[src/rtl/hazard_ctrl_p.sv]
// Stall/forward controller for the 5-stage F/D/E/M/W pipeline.
// Tuse/Tnew stalls, ERET drain, MDU busy model and stall counter.
module hazard_ctrl_p #(
  parameter int DW         = 32,
  parameter int AW         = 5,
  parameter int TW         = 4,
  parameter int ERET_STALL = 3,
  parameter int MUL_LAT    = 5,
  parameter int DIV_LAT    = 10,
  parameter int CNT_W      = 32
) (
  input  logic             clk,
  input  logic             reset,
  input  logic             flush,
  input  logic [AW-1:0]    d_a1,
  input  logic [AW-1:0]    d_a2,
  input  logic [TW-1:0]    d_tuse1,
  input  logic [TW-1:0]    d_tuse2,
  input  logic [DW-1:0]    d_rd1,
  input  logic [DW-1:0]    d_rd2,
  input  logic             d_eret,
  input  logic             d_mdu_use,
  input  logic [AW-1:0]    e_a1,
  input  logic [AW-1:0]    e_a2,
  input  logic [TW-1:0]    e_tuse1,
  input  logic [TW-1:0]    e_tuse2,
  input  logic [DW-1:0]    e_rd1,
  input  logic [DW-1:0]    e_rd2,
  input  logic [AW-1:0]    e_a3,
  input  logic [TW-1:0]    e_tnew,
  input  logic             e_we,
  input  logic             e_mdu_start,
  input  logic             e_mdu_div,
  input  logic [AW-1:0]    m_a2,
  input  logic [TW-1:0]    m_tuse2,
  input  logic [DW-1:0]    m_rd2,
  input  logic [AW-1:0]    m_a3,
  input  logic [TW-1:0]    m_tnew,
  input  logic             m_we,
  input  logic [DW-1:0]    m_data,
  input  logic [AW-1:0]    w_a3,
  input  logic             w_we,
  input  logic [DW-1:0]    w_data,
  output logic             stall,
  output logic             mdu_busy,
  output logic [DW-1:0]    fwd_d1,
  output logic [DW-1:0]    fwd_d2,
  output logic [DW-1:0]    fwd_e1,
  output logic [DW-1:0]    fwd_e2,
  output logic [DW-1:0]    fwd_m2,
  output logic [CNT_W-1:0] stall_cnt
);

  localparam int EW = $clog2(ERET_STALL + 1);
  localparam int ML = (DIV_LAT > MUL_LAT) ? DIV_LAT : MUL_LAT;
  localparam int MW = $clog2(ML + 1);
  localparam logic [EW-1:0] ERET_LD = EW'(ERET_STALL);
  localparam logic [MW-1:0] DIV_LD  = MW'(DIV_LAT - 1);
  localparam logic [MW-1:0] MUL_LD  = MW'(MUL_LAT - 1);

  logic [EW-1:0] eret_cnt;
  logic [MW-1:0] mdu_cnt;
  logic          eret_stall;
  logic          h_d1;
  logic          h_d2;

  // Operand a is not ready in time for its use tuse cycles from now.
  function automatic logic hz(
    input logic [AW-1:0] a,
    input logic [TW-1:0] tu,
    input logic          ewe,
    input logic [AW-1:0] ea3,
    input logic [TW-1:0] etn,
    input logic          mwe,
    input logic [AW-1:0] ma3,
    input logic [TW-1:0] mtn
  );
    logic he;
    logic hm;
    he = ewe && (ea3 == a) && (etn > tu);
    hm = mwe && (ma3 == a) && (mtn > tu);
    return (a != '0) && (he || hm);
  endfunction

  // Youngest ready producer wins; zero register is never forwarded.
  function automatic logic [DW-1:0] fw(
    input logic [AW-1:0] a,
    input logic [DW-1:0] rd,
    input logic          mok,
    input logic [AW-1:0] ma3,
    input logic [DW-1:0] md,
    input logic          wwe,
    input logic [AW-1:0] wa3,
    input logic [DW-1:0] wd
  );
    logic [DW-1:0] r;
    if (a == '0)                   r = '0;
    else if (mok && (ma3 == a))    r = md;
    else if (wwe && (wa3 == a))    r = wd;
    else                           r = rd;
    return r;
  endfunction

  // Global D-stage stall from data, ERET and MDU hazards.
  always_comb begin
    h_d1 = hz(d_a1, d_tuse1, e_we, e_a3, e_tnew,
              m_we, m_a3, m_tnew);
    h_d2 = hz(d_a2, d_tuse2, e_we, e_a3, e_tnew,
              m_we, m_a3, m_tnew);
    eret_stall = d_eret && (eret_cnt != EW'(1));
    mdu_busy   = e_mdu_start || (mdu_cnt != '0);
    stall = h_d1 || h_d2 || eret_stall
         || (d_mdu_use && mdu_busy);
  end

  logic m_ok;
  logic m_nok;

  // Operand muxes; M store data only sees the W producer.
  always_comb begin
    m_ok  = m_we && (m_tnew == '0);
    m_nok = 1'b0;
    fwd_d1 = fw(d_a1, d_rd1, m_ok, m_a3, m_data,
                w_we, w_a3, w_data);
    fwd_d2 = fw(d_a2, d_rd2, m_ok, m_a3, m_data,
                w_we, w_a3, w_data);
    fwd_e1 = fw(e_a1, e_rd1, m_ok, m_a3, m_data,
                w_we, w_a3, w_data);
    fwd_e2 = fw(e_a2, e_rd2, m_ok, m_a3, m_data,
                w_we, w_a3, w_data);
    fwd_m2 = fw(m_a2, m_rd2, m_nok, m_a3, m_data,
                w_we, w_a3, w_data);
  end

  logic unused;
  assign unused = ^{e_tuse1, e_tuse2, m_tuse2};

  // ERET drain counter; flush abandons a pending drain.
  always_ff @(posedge clk) begin
    if (reset || flush)
      eret_cnt <= '0;
    else if (eret_cnt == '0 && d_eret)
      eret_cnt <= ERET_LD;
    else if (eret_cnt != '0)
      eret_cnt <= eret_cnt - EW'(1);
  end

  // MDU occupancy model; a new start restarts the count.
  always_ff @(posedge clk) begin
    if (reset)
      mdu_cnt <= '0;
    else if (e_mdu_start)
      mdu_cnt <= e_mdu_div ? DIV_LD : MUL_LD;
    else if (mdu_cnt != '0)
      mdu_cnt <= mdu_cnt - MW'(1);
  end

  // Free-running stall cycle counter, wraps.
  always_ff @(posedge clk) begin
    if (reset)
      stall_cnt <= '0;
    else if (stall)
      stall_cnt <= stall_cnt + CNT_W'(1);
  end

endmodule

[config.mk]
export PLATFORM = sky130hd
export DESIGN_NAME = hazard_ctrl_p
export DESIGN_NICKNAME = d
export VERILOG_FILES = /design/src/rtl/hazard_ctrl_p.sv
export SDC_FILE = /design/constraint.sdc
export NUM_CORES = 1
export LEC_CHECK = 0
export CAP_MARGIN = 20
export CORE_AREA = 2 2 194 196
export DETAILED_ROUTE_END_ITERATION = 8
export DIE_AREA = 0 0 196 198
export GPL_TIMING_DRIVEN = 1
export PLACE_DENSITY = 0.51
export SKIP_CTS_REPAIR_TIMING = 1
export SLEW_MARGIN = 25
export SYNTH_ARGS = -nofsm -noshare
export SYNTH_HDL_FRONTEND = slang
export SYNTH_SLANG_ARGS = --single-unit
[constraint.sdc]
create_clock -name clk -period 7 [get_ports clk]
set_clock_uncertainty 0.1 [all_clocks]
set_input_delay 1.4 -clock clk [delete_from_list [all_inputs] [get_ports clk]]
set_output_delay 1.4 -clock clk [all_outputs]
set_load 0.02 [all_outputs]
# Yosys cells after proc, flatten, opt, wreduce, memory -nomap -nowiden
# Cells that the tools add are included.
# totals
word_cells,84
ff_bits,38
inputBits,302
# classes
addsub,3
n_mux,19
order_cmp,4
reduce_logical,43
n_eq_ne,12
# op_table
cell,count
$mux 32,14
$eq 5x5->1,11
$add 32x1->32 const B,1
$logic_not 5->1,5
$logic_and 1x1->1,23
$gt 4x4->1,4
$mux 4,3
$reduce_bool 5->1,2
$logic_or 1x1->1,7
$reduce_bool 2->1,3
$logic_not 4->1,1
$mux 2,2
$reduce_bool 4->1,1
$sub 4x1->4 const B,1
$logic_not 2->1,1
$ne 2x1->1 const B,1
$sub 2x1->2 const B,1

# Logic depth before layout (Yosys ltp)
# Gate-level depths: netlist of the first run.
# depth
depth_word,8
ltp_mapped,11
mapped_depth_nobuf,9

# Worst setup path before layout of the first run
# No wires, ideal clock.
# synth_timing
path_type,input to output
start,input port w_a3[0]
end,output port fwd_e1[10]
path_stages,8
path_slack_ns,2.192
required_ns,5.500
t_arrival_ns,3.308
cell_sequence,clkbuf_1 xor2_1 nor4_1 and3_1 clkbuf_1 buf_2 mux2i_1 a211oi_1
# synth_between
elab_chain_len,5
# synth_lines
element,line_no,source
from (decl),41,"input logic [AW-1:0] w_a3,"
$eq 5x5->1,99,else if (wwe && (wa3 == a)) r = wd;
$logic_and 1x1->1,99,
$mux 32,99,
$mux 32,98,else if (mok && (ma3 == a)) r = md;
$mux 32,97,if (a == '0) r = '0;
to (decl),48,"output logic [DW-1:0] fwd_e1,"
# No other way between the ends.

# Final worst setup path of the first run
# layout_timing
start,input port w_a3[2]
end,output port fwd_e2[29]
# layout_between
elab_chain_len,5
# layout_lines
element,line_no,source
$eq 5x5->1,99,
$logic_and 1x1->1,99,
$mux 32,99,
$mux 32,98,
$mux 32,97,
to (decl),49,"output logic [DW-1:0] fwd_e2,"
# No other way between the ends.

==> results of run 1 <==
[area by class of cell]
cell class,instances,area (um2)
Clock inverter,2,12.51
Tap cell,474,593.1
Antenna cell,14,35.03
Clock buffer,6,138.9
Multi-Input combinational cell,755,5285
Inverter,20,75.07
Sequential cell,38,760.7
Fill cell,3951,24930
Timing Repair Buffer,512,5127
[registers in the layout (all words and copies together), names as in the netlist]
register	cells
eret_cnt	2
mdu_cnt	4
stall_cnt	32
[routing by layer]
| metal | share of wire (%) | vias up |
|---|---|---|
| met5 | 0.18 | - |
| met4 | 3.1 | 12 |
| met3 | 6.8 | 66 |
| met2 | 50 | 335 |
| met1 | 40 | 4123 |
| li1 | - | 4202 |
[per-stage QoR]
step	power (uW)	std cells	instance area, um2
floorplan	500.8	893	6420
global placement	887.9	1799	11840
detailed placement	892.6	1799	11840
CTS	1128	1807	11990
global route	1174	1820	12030
finish	1117	1821	12030
[Yosys cell counts, drive strengths merged (4+ instances only)]
cell    instances
ha             21
nor2          179
or4            20
inv            20
nand3          18
and3            8
nor3           10
clkbuf         58
xnor2          28
or3            17
mux2i         162
a21oi          39
dfxtp          38
a211oi        128
o21ai          18
o31ai          14
nor4            7
nand2          20
and2            4
buf            22
xor2           31
nand4          15
[logic make-up after synthesis]
kind of cell	after synthesis
and+or+nand+nor	305
AOI/OAI and AO/OA	208
muxes	162
buffers and inverters	100
xor gates and xnor gates	59
DFF	38
adders and majority gates	21
[power groups by stage]
| stage | Combinational [uW] | Clock (uW) | Sequential, uW |
|---|---|---|---|
| 2_1_floorplan | 265 | 0 | 236 |
| 3_3_place_gp | 654 | 0 | 234 |
| 3_5_place_dp | 658 | 0 | 234 |
| 4_1_cts | 661 | 237 | 230 |
| 5_1_grt | 698 | 245 | 231 |
| 6_report | 658 | 230 | 230 |
[final timing paths]
path         depth (start not counted)          start             to  slack (ns)
max                                  8        w_a3[2]     fwd_e2[29]        0.82
min                                  2  stall_cnt[29]  stall_cnt[29]        0.39
max reg2reg                          6   stall_cnt[7]  stall_cnt[31]        4.38
min reg2reg                          2  stall_cnt[29]  stall_cnt[29]        0.39
[critical path, cell delays in order]
cell,delay (ns)
clkdlybuf4s50_1,0.64
xor2_1,0.26
nor4_1,0.28
and3_2,0.61
buf_12,0.29
mux2i_1,0.10
a211oi_1,0.37
clkdlybuf4s50_1,0.70
==> run metrics, run 1 <==
total detailed-routing wirelength=41430 um; starting utilization of the core area=17.37%; Detail Route Antenna Nets=0; clock tree from TritonCTS=yes; height of the chip=198 um; CTS HTree Levels=2; Final Net Count=1655; unique cell type count in the Yosys netlist=39; total standard cell area after synthesis=6420 um2; post-DR wirelength/cell=22.75 um; shortest period the worst path allows=6.176 ns; result of the run=finished clean; routed vias=8738; average size of a mapped cell=7.189 um2; nets in the synthesized netlist=1216; switching part of the total power=36.27%; total count of hold-check failures in the final report=0; GRT overflow=0; Post-Route Setup TNS=0 ns; classification of the worst-slack hold path=register to register; Worst Setup Slack post-DPL=0.8012 ns; maximum vdd ir drop=81.47 uV; Worst-Skew Late Latency=0.28 ns; First-pass DRT Iterations=4; Num CTS Buffers=5; top cell type by total area after synthesis=mux2i_1; maximum number of pins on one net before global-route repair=65; floorplan die area=38810 um2; Avg Vias per Cell=4.798; slew at the pin closest to its max-slew limit=0.7663 ns; sequential power share=20.5%; violation count after the first detailed-routing iteration=421; IO Pins=496; Hold WS=0.3924 ns; via count of the first global-routing pass=8613; Core Box Area=36960 um2; crit path capture type=output port; number of synthesized register bits=38; met1 track demand over resource in global routing=23.50%; Site Rows=71; met3 Resource Use GR=4.463%; FFs w/ async S/R, synth=0%; dominant synthesized flop cell=dfxtp_1; setup repair after global routing missed its margin=false; clock-pin transition on the worst setup and hold timing paths=0.06 ns; share of synthesized cell area in and, or, nand and nor gates=22.06%; worst endpoint data arrival time=4.68 ns; worst path setup slack after routing=0.8236 ns; type of element launching the critical path=input pin; Top Usage Layer GRT=met2; fraction of post-synthesis cell area in the top cell type by area=25.26%; critical path start-end classification=input pin to output port; clock root buffer=clkbuf_16; layout cell share with drive strength beyond 1=4.051%; Synth Area in Compound Gates=22.22%; GPL Wtd Cong=0.8543; maximum count of clock buffers along a single path=2; end-of-flow core utilization=32.55%; xor-xnor portion of the synthesized cell area=8.049%; part of the total power dissipated in the clock network=20.6%; # DRC=0; proportion of synthesized area in mux cells=25.26%; Area growth syn-to-layout=87.35%; combinational family with the most area after synthesis=multiplexers; number of clock sinks=38; P per Cell Area=92.90 nW/um2; count of final max-slew check failures=0; global-route wire length before repair=58280 um; instance count of the mapped netlist=893; count of port buffers added during placement=483; sequential area share after synthesis=11.85%; share of the clock period used by the worst path after layout=88.23%; Synth Area in Adders=4.093%; headroom to the max-slew limit=48.91%; most common cell after layout, fill and taps aside=clkdlybuf4s50_1; top cells by area, synth=mux2i_1, a211oi_1, dfxtp_1, nor2_1, xor2_1; critical-path maximum fanout=19; combinational power share=58.8%; number of max-capacitance violations reported=0; antenna violations before repair=19; Power Internal=712.1 uW; most used cells in the layout excluding fill and tap cells=clkdlybuf4s50_1, nor2_1, mux2i_1; HPWL after DPL=33620 um; Psw=405.3 uW; leakage dissipation=0.003964 uW; maximum operating frequency=161.9 MHz; DIE WIDTH=196 um; total of endpoints with negative setup slack in the final report=0; number of enable-type register cells in the synthesized netlist=0; required time reported for the critical path endpoint=5.50 ns; GR Util met2=35.77%; gr usage total=20.14%; Syn. warnings=0
Note: power is estimated with default switching activity, not from simulation.
==> inputs of run 2 (changes only) <==
clock period = 7.8 ns   (was 7 ns; I/O delays follow)
==> run metrics, run 2 (synthesis gave the netlist of run 1 again) <==
result of the run=finished clean; GRT overflow=0; Largest register FFs=32; Post-Route Setup TNS=0 ns; sum of met3 wire segment lengths after detailed routing=2533 um; total of endpoints with negative setup slack in the final report=0; starting utilization of the core area=17.37%; metal1 wirelength=16430 um; gr usage total=19.90%; DIE WIDTH=196 um; clock-pin transition on the worst setup and hold timing paths=0.06 ns; biggest registers after layout=stall_cnt: 32 flops, mdu_cnt: 4 flops, eret_cnt: 2 flops; CTS HTree Levels=2; crit path capture type=output port; floorplan die area=38810 um2; headroom to the max-slew limit=31.43%; overall power of the completed layout=999.1 uW; worst endpoint data arrival time=4.91 ns; routed vias=8651; worst path setup slack after routing=1.230 ns; top layer used by detailed routing=met5; global-route wire length before repair=57430 um; maximum vdd ir drop=72.55 uV; total detailed-routing wirelength=41140 um; layout cell share with drive strength beyond 1=3.399%; post-DR wirelength/cell=22.75 um; most common cell after layout, fill and taps aside=clkdlybuf4s50_1; First-pass DRT Iterations=5; maximum count of clock buffers along a single path=2; Detail Route Antenna Nets=0; type of element launching the critical path=input pin; setup repair after global routing missed its margin=false; P per Cell Area=83.95 nW/um2; height of the chip=198 um; HPWL after DPL=33090 um; GPL Wtd Cong=0.8525; Final Net Count=1646; Worst-Skew Late Latency=0.28 ns; slew at the pin closest to its max-slew limit=1.029 ns; clock tree from TritonCTS=yes; clock root buffer=clkbuf_16; # DRC=0; number of clock sinks=38; maximum operating frequency=152.2 MHz; violation count after the first detailed-routing iteration=348; share of the clock period used by the worst path after layout=84.23%; Worst Setup Slack post-DPL=1.176 ns; leakage dissipation=0.003908 uW; Core Box Area=36960 um2; required time reported for the critical path endpoint=6.14 ns; Num CTS Buffers=5; antenna violations before repair=15; Site Rows=71; critical-path maximum fanout=13; number of max-capacitance violations reported=0; via count of the first global-routing pass=8488; top register by number of flip-flops=stall_cnt; Area growth syn-to-layout=85.36%; count of final max-slew check failures=0; classification of the worst-slack hold path=register to register; most used cells in the layout excluding fill and tap cells=clkdlybuf4s50_1, nor2_1, mux2i_1; maximum number of pins on one net before global-route repair=65; shortest period the worst path allows=6.570 ns; critical path start-end classification=input pin to output port; Avg Vias per Cell=4.785; IO Pins=496; total count of hold-check failures in the final report=0; count of port buffers added during placement=483; met2 wire len=20720 um
run 2: changes by cell type in the layout (fill, tap and decap cells not counted):
cell	before	now
buf_4	23	18
diode_2	14	10
buf_12	6	2
run 2: metrics by stage:
stage	cells	util, %	hold WS, ns	cell area (um2)
global placement	1789	31.67	0.3729	11700
finish	1808	32.20	0.3936	11900
global route	1807	32.19	0.4324	11900
floorplan	893	-	0.3758	6420
CTS	1798	32.13	0.3959	11880
detailed placement	1790	31.72	0.3875	11720
run 2: per-layer routing:
| layer | global-route usage [%] | vias up |
|---|---|---|
| met5 | 0 | - |
| met4 | 7.520 | 12 |
| met3 | 3.901 | 69 |
| met2 | 36.13 | 335 |
| met1 | 23.05 | 4063 |
| li1 | - | 4172 |
run 2: cell type report:
cell class / instances / area (um2)
Antenna cell: 10 / 25.02
Clock buffer: 6 / 138.9
Clock inverter: 2 / 12.51
Fill cell: 3972 / 25060
Inverter: 20 / 75.07
Multi-Input combinational cell: 755 / 5285
Sequential cell: 38 / 760.7
Tap cell: 474 / 593.1
Timing Repair Buffer: 503 / 5010
run 2: critical path, cell delays in order:
cell and delay [ns]:
clkdlybuf4s50_1 0.64, xor2_1 0.26, nor4_1 0.35, and3_2 0.62, buf_4 0.37, mux2i_1 0.11
a211oi_1 0.28, clkdlybuf4s50_1 0.69
run 2: worst paths after layout:
| path | startpoint | end | slack, ns | cells past startpoint |
|---|---|---|---|---|
| min | stall_cnt[31] | stall_cnt[31] | 0.39 | 2 |
| max | w_a3[2] | fwd_d2[15] | 1.23 | 8 |
| max reg2reg | stall_cnt[2] | stall_cnt[19] | 5.18 | 6 |
| min reg2reg | stall_cnt[31] | stall_cnt[31] | 0.39 | 2 |
run 2: where the power goes:
| part | switching [uW] | internal (uW) | total, uW |
|---|---|---|---|
| Combinational | 274 | 311 | 585 |
| Clock | 81.3 | 127 | 208 |
| Sequential | 6.66 | 199 | 206 |
==> RTL edit 1, RTL diff (flow settings as in run 1) <==
Reset style: asynchronous (`reset`), changed in 2 clocked blocks.
--- a/src/rtl/hazard_ctrl_p.sv
+++ b/src/rtl/hazard_ctrl_p.sv
@@ -146,7 +146,7 @@
   end
 
   // MDU occupancy model; a new start restarts the count.
-  always_ff @(posedge clk) begin
+  always_ff @(posedge clk or posedge reset) begin
     if (reset)
       mdu_cnt <= '0;
     else if (e_mdu_start)
@@ -156,7 +156,7 @@
   end
 
   // Free-running stall cycle counter, wraps.
-  always_ff @(posedge clk) begin
+  always_ff @(posedge clk or posedge reset) begin
     if (reset)
       stall_cnt <= '0;
     else if (stall)
Check against the original RTL: not equivalent (Yosys sat finds a counterexample within 4 cycles, from zero or initial values and one cycle with reset high; the reset may be asserted at any time).
==> RTL edit 1 against run 1 <==
- sequential cell count stayed put
- wire length down 2.8%
- critical endpoint is now fwd_d2[21]
- utilization up 0.70 points
- power rose by 31%
- maximum frequency up 2.2%
- design area rose by 2.1%
- highest routed layer unchanged
- register-to-register slack got worse by 0.36 ns
- setup slack better by 0.13 ns
- non-clock buffer count fell by 4
- synthesized area increased by 3.3%
==> RTL edit 1: results <==
metrics = {
    "outcome": {
        "status": "finished, final reports clean",
    },
    "power_and_ir_drop": {
        "top_power_group": "combinational logic",
        "switching_share_pct": 38.68,
        "irDropWorstVdd_uv": 120.1,
        "comb_cell_power_mw": 0.868,
        "seq_power_mw": 0.332,
        "p_leak_nw": 4.251,
    },
    "layout": {
        "nets": 1636,
        "drive_above_1_share_pct": 3.881,
        "reg_top3": "stall_cnt: 32 flops, mdu_cnt: 4 flops, eret_cnt: 2 flops",
    },
    "place": {
        "hpwl_um": 31500,
        "numPortBuffers": 483,
        "gp_congestion": 0.8728,
        "placed_cells": 1780,
        "place_area_sq_mm": 0.01210,
    },
    "setup_path": {
        "r2r-end": "stall_cnt[25]",
        "crit_family": "buffers and inverters",
        "reg2reg_slack_ns": 4.02,
        "cp_max_fo": 52,
        "crit_arrival_ns": 4.55,
        "reg2reg_depth": 8,
        "rr_startpoint": "mdu_cnt[0]",
    },
    "min_path": {
        "min_to": "stall_cnt[31]",
        "hold_start": "stall_cnt[31]",
        "holdPathStages": 1,
    },
    "timing": {
        "slew_headroom_pct": 43.74,
        "hold_slack_ns": 0.3860,
    },
    "synth": {
        "synth-main-ff-cell": "dfrtp_1",
        "syn_avg_cell_area_sq_um": 7.597,
        "synth_common_cells": "nor2_1, mux2i_1, a211oi_1",
        "syn_nets": 1196,
        "ys_seq_area_share_pct": 14.19,
        "synth-async-reset-ratio_pct": 94.74,
        "post_synth_num_cell_types": 48,
        "synth_area_leaders": "mux2i_1, a211oi_1, dfrtp_1, nor2_1, xor2_1",
    },
    "drt": {
        "wire_per_inst_um": 22.40,
        "drt_iter0_drc": 365,
        "first_pass_iters": 5,
        "via_count": 8610,
        "via_per_inst": 4.789,
    },
    "grt": {
        "grt_first_pass_wirelength_um": 57700,
        "antenna_found_initial": 9,
        "track_usage_pct": 19.76,
    },
    "clock_tree": {
        "cts_buffers": 5,
    },
}
==> RTL edit 1: changes by cell type in the layout (fill, tap and decap cells not counted), sizes merged, moves of 9 or more <==
cell    change
dfxtp      -36
a21oi      -32
o31ai       -9
nand2      +10
a311oi     +11
dfrtp      +36
or4        -13
xor2       +18
==> RTL edit 1: final cells by class <==
type                       instances  area [sq um]
clock buffer                       5         125.1
tap                              474         593.1
sequential                        38         940.9
multi-input combinational        739          5348
inverter                          21         78.83
fill                            3937         24670
antenna                           10         25.02
timing repair buffer             508          5135
clock inverter                     3         40.04
==> RTL edit 1: worst max-delay path by stage <==
stage	slack (ns)	endpoint	start
floorplan	2.19	fwd_d1[10]	w_a3[0]
global placement	0.89	fwd_d1[31]	d_a1[0]
detailed placement	0.91	fwd_d1[31]	d_a1[0]
CTS	0.90	fwd_d1[31]	d_a1[0]
global route	0.78	fwd_d2[21]	d_a2[2]
finish	0.95	fwd_d2[21]	d_a2[2]
==> RTL edit 1: logic make-up after synthesis <==
kind of cell	after synthesis	share of synthesized area, %
compound gates	190	21.41
xor+xnor	79	10.43
fa+ha+maj	21	3.961
buf+inv	96	5.772
flops	38	14.19
mux	162	24.52
simple gates	287	19.71
==> RTL edit 1: through the flow <==
step                power (mW)  worst slack [ns]
floorplan               0.7082             2.193
CTS                      1.467            0.8978
detailed placement       1.203            0.9055
global route             1.538            0.7771
global placement         1.194            0.8935
finish                   1.460            0.9549
==> RTL edit 1: layer usage <==
| metal | vias up | GRT usage (%) | routed length, um |
|---|---|---|---|
| met5 | - | 0 | 13 |
| li1 | 4139 | - | - |
| met4 | 2 | 5.415 | 931 |
| met2 | 376 | 34.53 | 19680 |
| met1 | 4044 | 24.29 | 16570 |
| met3 | 49 | 4.565 | 3079 |
==> RTL edit 2, RTL diff (settings of run 1) <==
Made on the original files. The parameter `TW` goes from 4 to 8.
--- a/src/rtl/hazard_ctrl_p.sv
+++ b/src/rtl/hazard_ctrl_p.sv
@@ -3,7 +3,7 @@
 module hazard_ctrl_p #(
   parameter int DW         = 32,
   parameter int AW         = 5,
-  parameter int TW         = 4,
+  parameter int TW         = 8,
   parameter int ERET_STALL = 3,
   parameter int MUL_LAT    = 5,
   parameter int DIV_LAT    = 10,
Interface: changed (7 resized); port bits go from 496 to 524. The function was not compared with the original's and may differ.
==> RTL edit 2 against run 1 <==
- sequential cell count unchanged
- design area increased by 7.9%
- utilization increased by 2.6 points
- power increased by 0.75%
- wire length decreased by 0.60%
- hold slack improved by 0.014 ns
- synthesized area increased by 14%
- largest power group unchanged
- setup slack improved by 0.057 ns
- critical endpoint is now fwd_d2[31]
- critical path type unchanged
- count of clock-buffer cells in the layout increased by 1
==> RTL edit 2: results <==
metrics = {
    "place": {
        "placed_cells": 1889,
        "numPortBuffers": 499,
        "hpwl_um": 33550,
        "gp_congestion": 0.8684,
    },
    "drt": {
        "via_per_inst": 4.758,
        "wire_per_inst_um": 21.66,
        "drt_iter0_drc": 360,
        "via_count": 9045,
        "first_pass_iters": 5,
    },
    "clock_tree": {
        "clock_path_buffers": 2,
        "clkTransAtPathRegs_ns": 0.05,
    },
    "layout": {
        "nets": 1789,
        "area_share_clock_buf_inv_pct": 1.022,
        "multi_input_area_sq_mm": 0.006141,
        "seq_area_share_pct": 5.863,
        "clkbuf_count": 7,
        "drive_above_1_share_pct": 6.821,
        "buffers": 525,
        "buf_share_pct": 40.46,
        "multi_input_cells": 829,
        "nonClockInverterCount": 23,
        "fillers": 3923,
        "antenna_cells": 5,
    },
    "setup_path": {
        "crit_arrival_ns": 4.62,
        "cp_max_fo": 52,
        "crit_family": "buffers and inverters",
    },
    "power_and_ir_drop": {
        "p_comb_share_pct": 60.7,
        "switching_share_pct": 36.60,
        "p_leak_nw": 4.544,
        "netSwitchingPower_mw": 0.4120,
        "irDropWorstVdd_uv": 65.73,
        "seqPwrFrac_pct": 20.2,
    },
    "synth": {
        "post_synth_num_cell_types": 48,
        "ys_seq_area_share_pct": 10.37,
        "syn_nets": 1341,
        "syn_avg_cell_area_sq_um": 7.532,
        "synth_common_cells": "nor2_1, mux2i_1, a211oi_1",
        "synth_area_leaders": "mux2i_1, a211oi_1, dfxtp_1, nor2_1, ha_1",
    },
    "grt": {
        "first_global_vias": 9264,
        "antenna_found_initial": 9,
        "grt_max_degree": 70,
        "track_usage_pct": 20.23,
        "grt_first_pass_wirelength_um": 60110,
    },
    "outcome": {
        "status": "finished, final reports clean",
    },
    "timing": {
        "slew_headroom_pct": 46.15,
    },
}
==> RTL edit 2: cell types whose count changed after synthesis, sizes merged, moves of 15 or more <==
cell / before / now
or4: 20 / 5
ha: 21 / 37
nor2: 179 / 202
or3: 17 / 1
mux2: 0 / 29
nor2b: 2 / 36
==> RTL edit 2: layer usage <==
layer | GRT usage [%] | share of wire, % | wire length [um]
met1 | 23.40 | 41 | 16690
met2 | 37.76 | 51 | 21160
met3 | 4.735 | 6.3 | 2593
met4 | 4.265 | 1.7 | 695
met5 | 0 | 0.097 | 40
==> RTL edit 2: cells by family (layout without fill, tap and decap cells) <==
| kind of cell | count (synthesis) | in the layout | share of synthesized area [%] |
|---|---|---|---|
| buf+inv | 107 | 555 | 6.243 |
| fa+ha+maj | 37 | 37 | 6.311 |
| other cells | 0 | 5 | 0 |
| simple gates | 345 | 345 | 22.43 |
| mux | 190 | 190 | 27.55 |
| xor+xnor | 58 | 58 | 6.925 |
| flops | 38 | 38 | 10.37 |
| compound gates | 199 | 199 | 20.18 |
==> RTL edit 2: path summary, 6_finish.rpt <==
path                from       endpoint  slack, ns  depth (start not counted)
max              m_a3[2]     fwd_d2[31]       0.88                          8
min          eret_cnt[1]    eret_cnt[1]       0.41                          2
max reg2reg   mdu_cnt[0]  stall_cnt[21]       4.27                          9
min reg2reg  eret_cnt[1]    eret_cnt[1]       0.41                          2
==> RTL edit 2: through the flow <==
stage	util, %	area, sq um	hold slack [ns]	worst slack [ns]
finish	35.11	12980	0.4060	0.8807
global route	35.10	12970	0.4625	0.6648
CTS	35.08	12960	0.4144	0.8758
detailed placement	34.72	12830	0.4069	0.8812
global placement	34.71	12830	0.3934	0.8600
floorplan	-	7336	0.3758	2.194
